## config.mk

```make
export PLATFORM = sky130hd
export DESIGN_NAME = ula_nibble_sequencer
export DESIGN_NICKNAME = d
export VERILOG_FILES = /design/src/rtl/ula_nibble_sequencer.sv
export SDC_FILE = /design/constraint.sdc
export NUM_CORES = 1
export LEC_CHECK = 0
export CAP_MARGIN = 15
export CORE_MARGIN = 5
export CORE_UTILIZATION = 47
export DETAILED_ROUTE_END_ITERATION = 16
export GPL_TIMING_DRIVEN = 0
export PLACE_DENSITY = 0.85
export SYNTH_ARGS = -nofsm -noshare
export SYNTH_HDL_FRONTEND = slang
export SYNTH_SLANG_ARGS = --single-unit
```

## constraint.sdc

```tcl
create_clock -name clk -period 2.5 [get_ports clk]
set_clock_uncertainty 0.1 [all_clocks]
set_input_delay 0.75 -clock clk [delete_from_list [all_inputs] [get_ports clk]]
set_output_delay 0.75 -clock clk [all_outputs]
set_load 0.01 [all_outputs]
```

## src/rtl/ula_nibble_sequencer.sv

```systemverilog
// ula_nibble_sequencer
//   Drives a single external 4-bit 74181-style ULA one nibble per clock,
//   LSB nibble first. It chains carry/borrow between nibbles and assembles
//   the full-width result, the final carry and an all-nibbles equality flag.
//   The command side and the result side each use a ready/valid handshake.
//
//   Optional feature macro: ULA_SEQ_ZERO_FLAG_EN
//     When defined, adds output res_zero = (assembled res_f == 0). It is
//     registered with the final nibble and held in DONE with the other results.
module ula_nibble_sequencer #(
    parameter int WIDTH = 16
) (
    input  logic             clk,
    input  logic             rst_n,
    input  logic             in_valid,
    output logic             in_ready,
    input  logic [WIDTH-1:0] op_a,
    input  logic [WIDTH-1:0] op_b,
    input  logic [3:0]       op_s,
    input  logic             op_m,
    input  logic             op_c_in,
    output logic [3:0]       ula_a,
    output logic [3:0]       ula_b,
    output logic [3:0]       ula_s,
    output logic             ula_m,
    output logic             ula_c_in,
    output logic             ula_b_in,
    input  logic [3:0]       ula_f,
    input  logic             ula_c_out,
    input  logic             ula_a_eq_b,
    output logic             out_valid,
    input  logic             out_ready,
    output logic [WIDTH-1:0] res_f,
    output logic             res_c_out,
    output logic             res_a_eq_b
`ifdef ULA_SEQ_ZERO_FLAG_EN
    ,
    output logic             res_zero
`endif
);

    localparam int NIB   = WIDTH / 4;
    localparam int IDX_W = (NIB > 1) ? $clog2(NIB) : 1;
    localparam logic [IDX_W-1:0] LAST_IDX = IDX_W'(NIB - 1);

    typedef enum logic [1:0] {
        IDLE = 2'd0,
        RUN  = 2'd1,
        DONE = 2'd2
    } state_t;

    state_t state_reg;
    state_t state_next;

    logic [WIDTH-1:0] a_reg;
    logic [WIDTH-1:0] b_reg;
    logic [3:0]       s_reg;
    logic             m_reg;
    logic             cin_reg;
    logic             carry_reg;
    logic             carry_next;
    logic             eq_reg;
    logic [IDX_W-1:0] idx_reg;
    logic [WIDTH-1:0] res_f_reg;
    logic [WIDTH-1:0] res_f_next;
    logic             res_c_out_reg;
    logic             res_a_eq_b_reg;
`ifdef ULA_SEQ_ZERO_FLAG_EN
    logic             res_zero_reg;
`endif

    logic [3:0]       cur_a;
    logic [3:0]       cur_b;
    logic             last_nib;
    logic             borrow_op;
    logic [NIB-1:0]   nib_hit;

    assign last_nib = (idx_reg == LAST_IDX);

    // Ops whose raw c_out is a borrow; the next nibble wants the inverted sense.
    assign borrow_op = (s_reg == 4'b0110) || (s_reg == 4'b0111) ||
                       (s_reg == 4'b1011) || (s_reg == 4'b1111);

    // Select the latched operand nibble addressed by idx.
    always_comb begin
        cur_a = '0;
        cur_b = '0;
        for (int i = 0; i < NIB; i++) begin
            if (idx_reg == IDX_W'(i)) begin
                cur_a = a_reg[4*i +: 4];
                cur_b = b_reg[4*i +: 4];
            end
        end
    end

    // Carry into the next nibble: logic mode and s=0011 reuse the command carry.
    always_comb begin
        carry_next = ula_c_out;
        if (m_reg || (s_reg == 4'b0011)) begin
            carry_next = cin_reg;
        end else if (borrow_op) begin
            carry_next = ~ula_c_out;
        end
    end

    // Only the nibble currently being computed is replaced in the result.
    genvar gi;
    generate
        for (gi = 0; gi < NIB; gi++) begin : g_nib
            assign nib_hit[gi] = (state_reg == RUN) && (idx_reg == IDX_W'(gi));
            assign res_f_next[4*gi +: 4] = nib_hit[gi] ? ula_f : res_f_reg[4*gi +: 4];
        end
    endgenerate

    // State register.
    always_ff @(posedge clk or negedge rst_n) begin
        if (!rst_n) begin
            state_reg <= IDLE;
        end else begin
            state_reg <= state_next;
        end
    end

    // Next-state logic and ULA drive; the ULA inputs are quiet outside RUN.
    always_comb begin
        state_next = state_reg;
        ula_a      = 4'd0;
        ula_b      = 4'd0;
        ula_s      = 4'd0;
        ula_m      = 1'b0;
        ula_c_in   = 1'b0;
        case (state_reg)
            IDLE: begin
                if (in_valid) begin
                    state_next = RUN;
                end
            end
            RUN: begin
                ula_a    = cur_a;
                ula_b    = cur_b;
                ula_s    = s_reg;
                ula_m    = m_reg;
                ula_c_in = carry_reg;
                if (last_nib) begin
                    state_next = DONE;
                end
            end
            DONE: begin
                if (out_ready) begin
                    state_next = IDLE;
                end
            end
            default: state_next = IDLE;
        endcase
    end

    // Command capture and per-nibble accumulation of result, carry and equality.
    always_ff @(posedge clk or negedge rst_n) begin
        if (!rst_n) begin
            a_reg          <= '0;
            b_reg          <= '0;
            s_reg          <= 4'd0;
            m_reg          <= 1'b0;
            cin_reg        <= 1'b0;
            carry_reg      <= 1'b0;
            eq_reg         <= 1'b0;
            idx_reg        <= '0;
            res_f_reg      <= '0;
            res_c_out_reg  <= 1'b0;
            res_a_eq_b_reg <= 1'b0;
`ifdef ULA_SEQ_ZERO_FLAG_EN
            res_zero_reg   <= 1'b0;
`endif
        end else begin
            case (state_reg)
                IDLE: begin
                    if (in_valid) begin
                        a_reg     <= op_a;
                        b_reg     <= op_b;
                        s_reg     <= op_s;
                        m_reg     <= op_m;
                        cin_reg   <= op_c_in;
                        carry_reg <= op_c_in;
                        eq_reg    <= 1'b1;
                        idx_reg   <= '0;
                    end
                end
                RUN: begin
                    res_f_reg <= res_f_next;
                    eq_reg    <= eq_reg & ula_a_eq_b;
                    carry_reg <= carry_next;
                    if (last_nib) begin
                        res_c_out_reg  <= ula_c_out;
                        res_a_eq_b_reg <= eq_reg & ula_a_eq_b;
`ifdef ULA_SEQ_ZERO_FLAG_EN
                        res_zero_reg   <= (res_f_next == '0);
`endif
                    end else begin
                        idx_reg <= idx_reg + 1'b1;
                    end
                end
                default: begin
                end
            endcase
        end
    end

    assign in_ready   = (state_reg == IDLE);
    assign out_valid  = (state_reg == DONE);
    assign ula_b_in   = 1'b0;
    assign res_f      = res_f_reg;
    assign res_c_out  = res_c_out_reg;
    assign res_a_eq_b = res_a_eq_b_reg;
`ifdef ULA_SEQ_ZERO_FLAG_EN
    assign res_zero   = res_zero_reg;
`endif

endmodule

```

Word level (Yosys, flattened, before mapping)
Cells that the tools add are included.
W data, S select, Z words.
- output and inout port bits: 35
- bits of input ports: 48
- bits in registers: 62
- muxes and demuxes: 26
- reductions and logical operators: 20
- bitwise operators: 2
- $add $sub $neg: 1
- equality and inequality tests: 14
- operator list (kind ; count):
    $mux W4 ; 11
    $reduce_and A2 Y1 ; 7
    $mux W2 ; 5
    $eq A4 B3 Y1 const B ; 2
    $eq A4 B4 Y1 const B ; 2
    $eq A2 B2 Y1 const B ; 3
    $mux W1 ; 6
    $ne A2 B2 Y1 const B ; 3
    $pmux W2 S3 ; 1
    $reduce_and A3 Y1 ; 2
    $eq A2 B1 Y1 const B ; 2
    $eq A4 B2 Y1 const B ; 1
    $logic_and A1 B1 Y1 ; 4
    $logic_not A2 Y1 ; 2
    $logic_or A1 B1 Y1 ; 4
    $pmux W1 S2 ; 2
    $pmux W2 S2 ; 1
    $add A2 B1 Y2 const B ; 1
    $ne A2 B1 Y1 const B ; 1
    $reduce_bool A2 Y1 ; 1
    $and A1 B1 Y1 ; 1
    $not A1 Y1 ; 1

Longest topological paths before layout
- depth after elaboration: 7
- gate-level depth with buffers: 7
- depth with buffers taken out: 6

Worst setup path before layout
Ideal clock, no wire load.
- kind: register -> output
- start: register idx_reg[0]
- end: output ula_a[0]
- arrival: 1.478 ns
- stages on the path, launching flop included: 7
- setup slack: 0.172 ns
- path through: dfrtp_1 -> inv_1 -> ha_1 -> nor2b_1 -> clkbuf_1 -> a221oi_1 -> o31ai_1
- word-level cells in the longest chain between the ends: 6
- elaborated cells on any way between the ends: 9
- those cells by class: eq/ne (3); mux (5); reduce/logical (1)
- RTL lines (what ; RTL line ; source):
    from (decl) ; 63 ; logic [IDX_W-1:0] idx_reg;
    from (signal assigned) ; 199 ; idx_reg <= idx_reg + 1'b1;
    $logic_not A2 Y1 ; 89 ; if (idx_reg == IDX_W'(i)) begin
    $mux W4 (3 in a row) ; 89 ;
    $mux W4 * ; 89 ;
    $mux W4 * ; 132 ; case (state_reg)
    to (decl) ; 22 ; output logic [3:0] ula_a,
Mark *: on every way between the ends. The rest lies on a longest branch, timed or not.

Worst setup path after layout
- start: register idx_reg[1]
- end: output ula_a[3]
Same word-level chain as after synthesis.

==> impl_metrics.py <==
metrics = {
    "power_and_ir_drop": {
        "intPower_mw": 3.82,
        "power.switching_mw": 2.36,
        "ir_drop_uv": 679,
        "power.share.switching_pct": 38.2,
        "p_leak_nw": 2.05,
        "p_per_area_mw_per_mm2": 1410,
        "combinationalPowerShare_pct": 52.3,
        "p_seq_share_pct": 30.7,
        "p_clk_share_pct": 17.0,
        "p_total_mw": 6.17,
    },
    "placement": {
        "dpl.cell_count": 445,
        "hpwlAfterDp_mm": 4.98,
        "pre_cts_slack_ns": -0.576,
        "place_area_mm2": 0.00368,
        "gp_congestion": 0.807,
        "io_buffer_count": 81,
    },
    "route": {
        "drt_wl_total_mm": 8.50,
        "drtIter0Drc": 223,
        "dr.pass1.iters": 4,
        "routedWlPerCell_um": 17.8,
        "final_antenna_net_count": 0,
        "vias_per_cell": 5.33,
        "drc": 0,
        "vias": 2553,
    },
    "critical_path": {
        "crit_type": "register to primary output",
        "slowest_stage": "dfrtp_2",
        "cp-start-kind": "register",
        "end_kind": "primary output",
        "crit_arrival_ns": 1.91,
        "cp.required_ns": 1.65,
        "slowest_delay_ns": 0.46,
        "path_cells": "inv_4 -> ha_4 -> nor2b_4 -> buf_12 -> a221oi_2 -> o31ai_1 -> buf_2",
        "crit_path_max_fanout": 7,
        "path_buf_inv": 3,
        "critPathTopFamily": "flip-flops",
    },
    "floorplanning": {
        "dieArea_mm2": 0.00752,
        "io_pins": 83,
        "core-area_mm2": 0.00582,
        "initial_utilization_pct": 47.5,
        "rows": 28,
        "die_h_um": 86.7,
        "die_w_um": 86.7,
    },
    "finish": {
        "layout_commonest_cell": "nand2_1",
        "syn_to_final_growth_pct": 58.4,
        "final_nets": 451,
        "ff_latch_area_mm2": 0.00155,
        "final_area_mm2": 0.00438,
        "layout_common_cells": "117 x nand2_1, 66 x clkdlybuf4s50_1, 60 x dfrtp_1, 13 x buf_4, 12 x buf_2",
        "final_util_pct": 75.3,
        "multi_input_area_mm2": 0.00136,
        "n_antenna_cell": 0,
        "nFillCells": 374,
        "layout.cells.non_filler": 479,
        "drive_above_1_share_pct": 22.3,
    },
    "logic_synthesis": {
        "synth_nets": 340,
        "syn_area_mm2": 0.00277,
        "postSynthAreaPerCell_um2": 9.60,
        "yosysUniqueCellTypes": 30,
        "yosys_register_bits": 62,
        "syn_inst": 288,
        "yosysWarnings": 0,
        "synth_seq_area_share_pct": 56.1,
    },
    "min_path": {
        "hold_path_class": "input port to async pin",
    },
    "clocking": {
        "clk_latency_ns": 0.35,
        "clock-root-buffer": "clkbuf_8",
        "clk_path_buf_depth": 2,
        "clkTransAtPathRegs_ns": 0.07,
        "cts_sinks": 62,
        "cts.htree.levels": 3,
        "numCtsBuffers": 9,
        "cts_tree": "yes",
    },
    "sta": {
        "setup_slack_ns": -0.257,
        "rsz0062_at_grt": "yes",
        "maxSlewHeadroom_pct": 52.7,
        "max_freq_ghz": 0.363,
        "min_period_ns": 2.76,
        "final-setup-viol-count": 8,
        "tightest_slew_ns": 0.709,
        "post-route-period-util_pct": 110,
        "drv_slew": 0,
        "hold_viol_final": 0,
    },
    "run_status": {
        "violations": "negative setup slack",
        "status": "complete, but fails checks",
    },
    "global_route": {
        "grt_max_degree": 33,
        "grt_pass1_vias": 2697,
        "antenna_found_initial": 0,
        "grt-ovfl-total": 0,
        "grt_pass1_wl_mm": 13.5,
        "track_usage_pct": 24.0,
    },
    "run": {
        "maxCapViolCount": 0,
    },
}
## power groups by stage
stage / Sequential (mW) / Clock [mW] / Combinational (mW)
2_1_floorplan: 1.81 / 0 / 1.24
3_3_place_gp: 1.79 / 0 / 2.26
3_5_place_dp: 1.81 / 0 / 2.32
4_1_cts: 1.85 / 1.05 / 3.00
5_1_grt: 1.94 / 1.10 / 3.48
6_report: 1.89 / 1.05 / 3.23
## path summary, 6_finish.rpt
path / slack (ns) / from / depth (start not counted) / to
setup / recovery: -0.26 / idx_reg[1]$_DFFE_PN0P_ / 7 / ula_a[3]
hold / removal: 0.34 / rst_n / 1 / res_f[12]$_DFFE_PN0P_
setup reg to reg: 0.74 / state_reg[0]$_DFFE_PN0P_ / 6 / m_reg$_DFFE_PN0P_
hold reg to reg: 0.38 / b_reg[10]$_DFFE_PN0P_ / 2 / b_reg[10]$_DFFE_PN0P_
max in group asynchronous: 1.33 / rst_n / 2 / idx_reg[0]$_DFFE_PN0P_
min in group clk: 0.38 / b_reg[10]$_DFFE_PN0P_ / 2 / b_reg[10]$_DFFE_PN0P_
## Yosys cell counts
cell type  count  share of area, %
a211oi_1       1              0.27
a21o_1         2              0.54
a21oi_1        2              0.36
a221oi_1       7               2.2
a311o_1        1              0.36
a31oi_1        1              0.23
and2_1         7               1.6
and2b_2        1              0.32
buf_2          6               1.1
buf_4          2              0.54
clkbuf_1       8               1.1
conb_1         1              0.14
dfrtp_1       62                56
ha_1           4               1.8
inv_1          6              0.81
mux2_1        10               4.1
mux2_2         8               3.3
mux2i_1        1              0.36
nand2_1      118                16
nand2_2        1              0.23
nand2_4        1              0.41
nand2b_1       2              0.45
nand3_1        9               1.6
nor2_1         2              0.27
nor2b_1        8               1.8
nor3_1         1              0.18
nor3b_2        1              0.45
o21ai_0        7               1.3
o22ai_1        1              0.23
o31ai_1        7               1.9
## layout make-up
cell class,count,share of cell area [%]
clock buffers,12,3.08
plain buffers,15,3.00
flip-flops and latches,62,35.5
inverters,6,0.628
well taps,75,2.14
repair buffers,101,22.4
clock inverters,4,2.17
multi-input cells,204,31.1
## routing by layer
layer	track usage, %	up-vias	part of all wire, %
met1	27.5	1250	37
li1	-	1165	-
met5	0	-	0
met4	13.2	0	2.8
met2	39.3	109	52
met3	8.17	29	7.5
## per-stage QoR
step	hold WS, ns	TNS (ns)
3_5_place_dp	0.364	-4.36
5_1_grt	0.394	-2.15
6_report	0.344	-1.65
4_1_cts	0.355	-1.14
2_1_floorplan	0.343	0
3_3_place_gp	0.354	-83.35
## timing repair
action | CTS | global route
cloned | 1 | 0
buffers inserted | 12 | 6
resized for setup | 100 | 12
hold buffers | 0 | 0
pin swaps | 13 | 8
endpoints found under the hold margin | 0 | 0
setup endpoints to repair | 14 | 14
## cells by family after synthesis
family,after synthesis,share of synthesized area [%]
AO/OA/AOI/OAI,29,7.38
adder cells (fa/ha/maj),4,1.81
buffers and inverters,22,3.53
flip-flops,62,56.1
multiplexers,19,7.69
other,1,0.136
AND/OR/NAND/NOR,151,23.3
No activity file was read; power rests on OpenSTA's default activity.
